File: config.mk
export PLATFORM = sky130hd
export DESIGN_NAME = clint_timer
export DESIGN_NICKNAME = d
export VERILOG_FILES = /design/src/rtl/clint_timer.sv
export SDC_FILE = /design/constraint.sdc
export NUM_CORES = 1
export LEC_CHECK = 0
export ABC_AREA = 1
export CORE_ASPECT_RATIO = 2
export CORE_MARGIN = 2
export CORE_UTILIZATION = 51
export DETAILED_ROUTE_END_ITERATION = 10
export PLACE_DENSITY = 0.78
export SETUP_SLACK_MARGIN = 0.3
export SLEW_MARGIN = 10
export SYNTH_ARGS = -nofsm -noshare
export SYNTH_HDL_FRONTEND = slang
export SYNTH_SLANG_ARGS = --single-unit
File: constraint.sdc
create_clock -name clock -period 2.19 [get_ports clock]
set_input_delay 0.219 -clock clock [delete_from_list [all_inputs] [get_ports clock]]
set_output_delay 0.219 -clock clock [all_outputs]
set_load 0.01 [all_outputs]
File: src/rtl/clint_timer.sv
// Core-local timer: mtime/mtimecmp/msip behind a single-beat valid/ready bus, with a one-deep response buffer.
// Define CLINT_MSIP_EN to implement the msip register and the software-interrupt output.
module clint_timer #(
   parameter logic [63:0] BASE_ADDR = 64'h0000_0000_0200_0000,
   parameter int unsigned TICK_DIV  = 1
) (
   input  logic        clock,
   input  logic        reset,
   input  logic        req_valid,
   output logic        req_ready,
   input  logic        req_wen,
   input  logic [63:0] req_addr,
   input  logic [63:0] req_wdata,
   input  logic [7:0]  req_wmask,
   output logic        resp_valid,
   input  logic        resp_ready,
   output logic [63:0] resp_rdata,
   output logic        resp_err,
   output logic        mtime_bigger_mtimecmp,
   output logic        sw_interrupt
);

   localparam int unsigned      PRE_W    = (TICK_DIV > 1) ? $clog2(TICK_DIV) : 1;
   localparam logic [PRE_W-1:0] PRE_LAST = PRE_W'(TICK_DIV - 1);
   localparam logic [63:0]      OFF_MSIP = 64'h0000;
   localparam logic [63:0]      OFF_CMP  = 64'h4000;
   localparam logic [63:0]      OFF_TIME = 64'hBFF8;

   logic [63:0]      mtime;
   logic [63:0]      mtimecmp;
   logic [63:0]      mtime_next;
   logic [63:0]      mtimecmp_next;
   logic [63:0]      offset;
   logic [63:0]      byte_mask;
   logic [63:0]      read_data;
   logic [PRE_W-1:0] prescaler;
   logic [PRE_W-1:0] prescaler_next;
   logic             tick;
   logic             accept;
   logic             misaligned;
   logic             sel_msip;
   logic             sel_cmp;
   logic             sel_time;
   logic             addr_err;
   logic             do_write;

`ifdef CLINT_MSIP_EN
   logic msip;
   logic msip_next;
`endif

   assign req_ready = ~resp_valid | resp_ready;
   assign accept    = req_valid & req_ready;

   always_comb begin
      offset     = req_addr - BASE_ADDR;
      misaligned = |req_addr[2:0];
      sel_msip   = (offset == OFF_MSIP);
      sel_cmp    = (offset == OFF_CMP);
      sel_time   = (offset == OFF_TIME);
      addr_err   = misaligned | ~(sel_msip | sel_cmp | sel_time);
      do_write   = accept & req_wen & ~addr_err;
   end

   always_comb begin
      byte_mask = '0;
      for (int i = 0; i < 8; i++) begin
         byte_mask[i*8 +: 8] = {8{req_wmask[i]}};
      end
   end

   // Load data is taken from the registers as they stand before this cycle's tick or store.
   always_comb begin
      read_data = '0;
      if (sel_cmp) begin
         read_data = mtimecmp;
      end else if (sel_time) begin
         read_data = mtime;
      end
`ifdef CLINT_MSIP_EN
      else if (sel_msip) begin
         read_data = {63'd0, msip};
      end
`endif
   end

   // A store to mtime replaces the tick increment in the same cycle; the prescaler keeps running.
   always_comb begin
      tick           = (prescaler == PRE_LAST);
      prescaler_next = tick ? '0 : prescaler + PRE_W'(1);
      mtime_next     = tick ? mtime + 64'd1 : mtime;
      mtimecmp_next  = mtimecmp;
      if (do_write && sel_time) begin
         mtime_next = (mtime & ~byte_mask) | (req_wdata & byte_mask);
      end
      if (do_write && sel_cmp) begin
         mtimecmp_next = (mtimecmp & ~byte_mask) | (req_wdata & byte_mask);
      end
   end

   always_ff @(posedge clock or negedge reset) begin
      if (!reset) begin
         mtime                 <= '0;
         mtimecmp              <= '1;
         prescaler             <= '0;
         resp_valid            <= 1'b0;
         resp_rdata            <= '0;
         resp_err              <= 1'b0;
         mtime_bigger_mtimecmp <= 1'b0;
      end else begin
         mtime                 <= mtime_next;
         mtimecmp              <= mtimecmp_next;
         prescaler             <= prescaler_next;
         mtime_bigger_mtimecmp <= (mtime >= mtimecmp);
         if (accept) begin
            resp_valid <= 1'b1;
            resp_rdata <= (req_wen || addr_err) ? 64'd0 : read_data;
            resp_err   <= addr_err;
         end else if (resp_ready) begin
            resp_valid <= 1'b0;
         end
      end
   end

`ifdef CLINT_MSIP_EN
   always_comb begin
      msip_next = msip;
      if (do_write && sel_msip && req_wmask[0]) begin
         msip_next = req_wdata[0];
      end
   end

   always_ff @(posedge clock or negedge reset) begin
      if (!reset) begin
         msip <= 1'b0;
      end else begin
         msip <= msip_next;
      end
   end

   assign sw_interrupt = msip;
`else
   assign sw_interrupt = 1'b0;
`endif

endmodule

==> impl_metrics.yaml, run 1 <==
floorplan:
  row_count: 89
  start_util_pct: 51.8
  io_pins: 210
  fp.dieW_um: 126
  die_y_um: 249
placed_design:
  gp_congestion: 1.06
  place_area_um2: 20100
  io_buffers: 208
  dp_hpwl_mm: 44.4
clock_tree:
  cts_buffer_depth: 2
  ctsHtreeMaxLevel: 4
  clock_sinks: 195
  cts_made_buffers: 17
  cts_root_buf: "clkbuf_16"
yosys:
  yosysMostFrequentCell: "nand2_1"
  syn_inst: 2344
  syn_nets: 2551
  syn_area_um2: 15300
  synth_warnings: 0
  synth_cell_types: 40
  synth_edf_count: 0
  synth-seq-cells: 195
  synth.top_cell.area_share_pct: 21.5
  ys_seq_area_share_pct: 32.5
  synthArstFlopShare_pct: 100
  ys_top_cells_by_count: "nand2_1 (824), inv_1 (271), nand4_1 (223)"
  post_synth.cell_area_avg_um2: 6.52
  yosys.area.top_type: "dfrtp_1"
  ys_top_cells_by_area: "dfrtp_1 (21%), nand2_1 (20%), dfstp_2 (11%)"
  synthFlopType: "dfrtp_1"
run_status:
  status: "aborted with a tool error"
  failed_stage: "global routing (5_1_grt)"
  error: "[ERROR GRT-0232] Routing congestion too high. Check the congestion heatmap in the GUI."
timing:
  worst-ep-kind: "sequential cell input"
  worstEndpointGrtRepair: "resp_rdata[18]$_DFFE_PN0P_/D"
global_routing:
  overflow: 127
  grt_max_degree: 66
  grt_usage_pct: 69.3
## metrics by stage
step	hold slack, ns	setup slack, ns	std cells	utilization [%]	setup TNS (ns)
CTS	0.253	-0.228	3281	81.9	-3.25
detailed placement	0.178	-1.01	3105	68.1	-180.17
global placement	0.173	-0.980	3105	68.1	-177.48
floorplan	-0.0766	-0.0166	2344	-	-0.995
## routing by layer
layer  GRT overflow  global-route usage, %
met1              5                   67.1
met2             76                   89.9
met3              2                   48.2
met4             44                   74.9
met5              0                   7.00
## cell families after synthesis
group	share of synthesized area, %
adder cells (fa/ha/maj)	5.41
flip-flops	32.5
other	0.0246
XOR/XNOR	3.96
buffers and inverters	10.1
AO/OA/AOI/OAI	2.14
AND/OR/NAND/NOR	45.9
## what timing repair did
item | 4_1_cts
gates resized for setup | 538
endpoints found under the hold margin | 38
cloned | 39
endpoints found under the setup margin | 194
pin swaps | 234
setup buffers | 104
hold buffers | 1
==> run 2: changes to the inputs <==
--- a/config.mk
+++ b/config.mk
@@ -6,12 +6,10 @@
 export NUM_CORES = 1
 export LEC_CHECK = 0
 export ABC_AREA = 1
-export CORE_ASPECT_RATIO = 2
 export CORE_MARGIN = 2
-export CORE_UTILIZATION = 51
+export CORE_UTILIZATION = 37
 export DETAILED_ROUTE_END_ITERATION = 10
-export PLACE_DENSITY = 0.78
-export SETUP_SLACK_MARGIN = 0.3
+export PLACE_DENSITY_LB_ADDON = 0.15
 export SLEW_MARGIN = 10
 export SYNTH_ARGS = -nofsm -noshare
 export SYNTH_HDL_FRONTEND = slang
==> constraint.sdc (replaced) <==
create_clock -name clock -period 2.8 [get_ports clock]
set_input_delay 0.28 -clock clock [delete_from_list [all_inputs] [get_ports clock]]
set_output_delay 0.28 -clock clock [all_outputs]
set_load 0.01 [all_outputs]
==> impl_metrics.yaml, run 2 <==
worst_hold_path:
  holdCritStartpoint: "req_wdata[25]"
  holdPathStages: 3
  hp-class: "input pin to flop"
pwr:
  clkPwrFrac_pct: 41.8
  power_density_nw_per_um2: 298
  internal_power_uw: 4440
  pwr-share-seq_pct: 46.5
  power_switching_uw: 1630
  peakVddDrop_mv: 0.448
  pwr-share-comb_pct: 11.7
  p_sw_share_pct: 26.8
  p_leak_uw: 0.00988
floorplan:
  fp.dieW_um: 207
  die_area_um2: 42900
  start_util_pct: 37.4
  io_pins: 210
  core_area_um2: 40800
  row_count: 74
  die_y_um: 207
placed_design:
  dp.cells: 3150
  preCtsSetupSlack_ns: -0.520
  dp_hpwl_mm: 41.4
  io_buffers: 208
  gp_congestion: 0.926
yosys:
  yosysMostFrequentCell: "nand2_1"
  syn_nets: 2551
  ys_seq_area_share_pct: 32.5
  synth_warnings: 0
  synth_compound_area_share_pct: 2.14
  synth-seq-cells: 195
  syn_area_um2: 15300
  synthAdderAreaFrac_pct: 5.41
  synth_top_family_by_area: "simple AND/OR/NAND/NOR gates"
  synth_edf_count: 0
  synthXorXnorAreaFrac_pct: 3.96
  synth_mux_area_share_pct: 0
  ys_top_cells_by_count: "nand2_1 (824), inv_1 (271), nand4_1 (223)"
  yosys.area.top_type: "dfrtp_1"
  synthFlopType: "dfrtp_1"
  post_synth.cell_area_avg_um2: 6.52
  synth_cell_types: 40
  ys_top_cells_by_area: "dfrtp_1 (21%), nand2_1 (20%), dfstp_2 (11%)"
  synthSimpleGateAreaFrac_pct: 45.9
  synthArstFlopShare_pct: 100
  synth.top_cell.area_share_pct: 21.5
  syn_inst: 2344
clock_tree:
  cts_buffer_depth: 2
  insertion_delay_ns: 0.47
  ctsHtreeMaxLevel: 4
  cts_root_buf: "clkbuf_16"
  clock_sinks: 195
  cts_made_buffers: 17
  path_clk_slew_ns: 0.07
  cts_tree: "built"
job:
  maxCapViolCount: 0
global_routing:
  grt_pass1_vias: 16500
  overflow: 0
  grt_usage_pct: 25.4
  grt_max_degree: 76
  grt_antenna_before_repair: 1
  grt_pass1_wl_mm: 88.4
final_layout:
  instances_no_fill: 3209
  fin_util_pct: 49.9
  mostFrequentLayoutCell: "nand2_1"
  layout-drive-gt1-share_pct: 14.5
  nets: 2870
  layout_common_cells: "nand2_1 (811), inv_1 (270), nand4_1 (223)"
  syn_to_final_growth_pct: 33.5
critical_path:
  worst-setup-path-type: "input pin to flop"
  cp_cell_sequence: "clkdlybuf4s50_1, nor2_2, nand2_1, nor2_1, buf_4, nand2_1, nor2_1, nand2_1, nand2_1, nand2_1, nor2_1, nand2_1, nor2_2, nand4_1, nor2_4, buf_8, buf_12, buf_12, nand3_1, nand2_1"
  path_common_cell: "nand2_1"
  critPathMaxFanout: 8
  crit_arrival_ns: 3.05
  rr_worst_depth: 13
  slowest_stage: "clkdlybuf4s50_1"
  r2r_slack_ns: 0.21
  crit_path_max_incr_delay_ns: 0.51
  worst_setup_path_start_kind: "input pin"
  crit_path_end_kind: "flop"
  crit_required_ns: 3.20
detailed_routing:
  wl_met1_mm: 26.3
  dr_wl_met2_mm: 26.7
  wl_per_cell_um: 17.9
  vias: 16900
  wl_met3_mm: 2.90
  drt_first_iter_violations: 1223
  routed.top_layer: "met4"
  drcViolationCount: 0
  viasPerCell: 5.25
  first_pass_iters: 5
  wl_mm: 57.3
  ant_nets: 0
run_status:
  status: "finished clean"
timing:
  slew_headroom_pct: 46.7
  worst_slew_pin_slew_ns: 0.799
  fin_crit_ns: 2.65
  rsz0062_at_grt: "yes"
  finalCritPeriodShare_pct: 94.5
  fin_ws_ns: 0.153
  fin_skew_ns: 0.0104
  setup_violations: 0
  max_freq_mhz: 378
  report.final.slew_viol_count: 0
  hold_viol_final: 0
[run 2: repair_timing]
| item | in CTS | in global routing |
|---|---|---|
| setup buffers | 2 | 12 |
| endpoints found under the hold margin | 54 | 0 |
| gates cloned | 0 | 11 |
| hold buffers | 1 | 0 |
| setup endpoints to repair | 21 | 192 |
| pin swaps | 1 | 18 |
| gates resized for setup | 1 | 83 |
[run 2: worst max-delay path by stage]
stage / start / end / slack (ns) / depth (start not counted)
floorplan: req_addr[25] / flop / 0.38 / 16
global placement: req_addr[34] / flop / -0.51 / 16
detailed placement: req_addr[34] / flop / -0.52 / 16
CTS: req_addr[26] / flop / 0.02 / 18
global route: req_addr[39] / flop / -0.02 / 18
finish: req_addr[38] / flop / 0.15 / 20
[run 2: cell type report]
class | count | area [um^2]
diodes | 1 | 2.50
clock buffers | 22 | 474
clock inverters | 10 | 98.8
fillers | 4162 | 20400
inverters | 275 | 1030
multi-input cells | 1766 | 9020
flip-flops and latches | 195 | 4960
well taps | 532 | 666
repair buffers | 408 | 4140
[run 2: cells by family (layout without fill, tap and decap cells)]
group                    count (synthesis)  in the layout
AO/OA/AOI/OAI                           58             58
XOR/XNOR                                69             69
adder cells (fa/ha/maj)                 66             66
buffers and inverters                  383            715
flip-flops                             195            195
other                                    1              2
AND/OR/NAND/NOR                       1572           1572
[run 2: critical path: cells and delay by family]
kind	cells	cell delay [ns]
buffers and inverters	5	1.11
AND/OR/NAND/NOR	15	1.63
[run 2: through the flow]
| step | hold WS [ns] | cell area [um^2] | power [uW] | setup TNS [ns] |
|---|---|---|---|---|
| 6_report | 0.365 | 20400 | 6070 | 0 |
| 5_1_grt | 0.372 | 20400 | 6280 | -0.270 |
| 4_1_cts | 0.346 | 19700 | 6100 | 0 |
| 3_5_place_dp | 0.378 | 19100 | 3560 | -72.75 |
| 3_3_place_gp | 0.375 | 19100 | 3560 | -72.94 |
| 2_1_floorplan | -0.0156 | 15300 | 3080 | 0 |
[run 2: metal layers]
metal	GRT usage, %	vias to the layer above
li1	-	8254
met1	35.0	8063
met2	42.0	472
met3	3.06	64
met4	6.87	0
met5	0	-
[run 2: power groups by stage]
stage / Clock, uW / Combinational [uW] / Sequential [uW]
2_1_floorplan: 0 / 210 / 2870
3_3_place_gp: 0 / 691 / 2870
3_5_place_dp: 0 / 689 / 2870
4_1_cts: 2580 / 696 / 2820
5_1_grt: 2680 / 776 / 2820
6_report: 2540 / 708 / 2820
No activity file was read; power rests on OpenSTA's default activity.
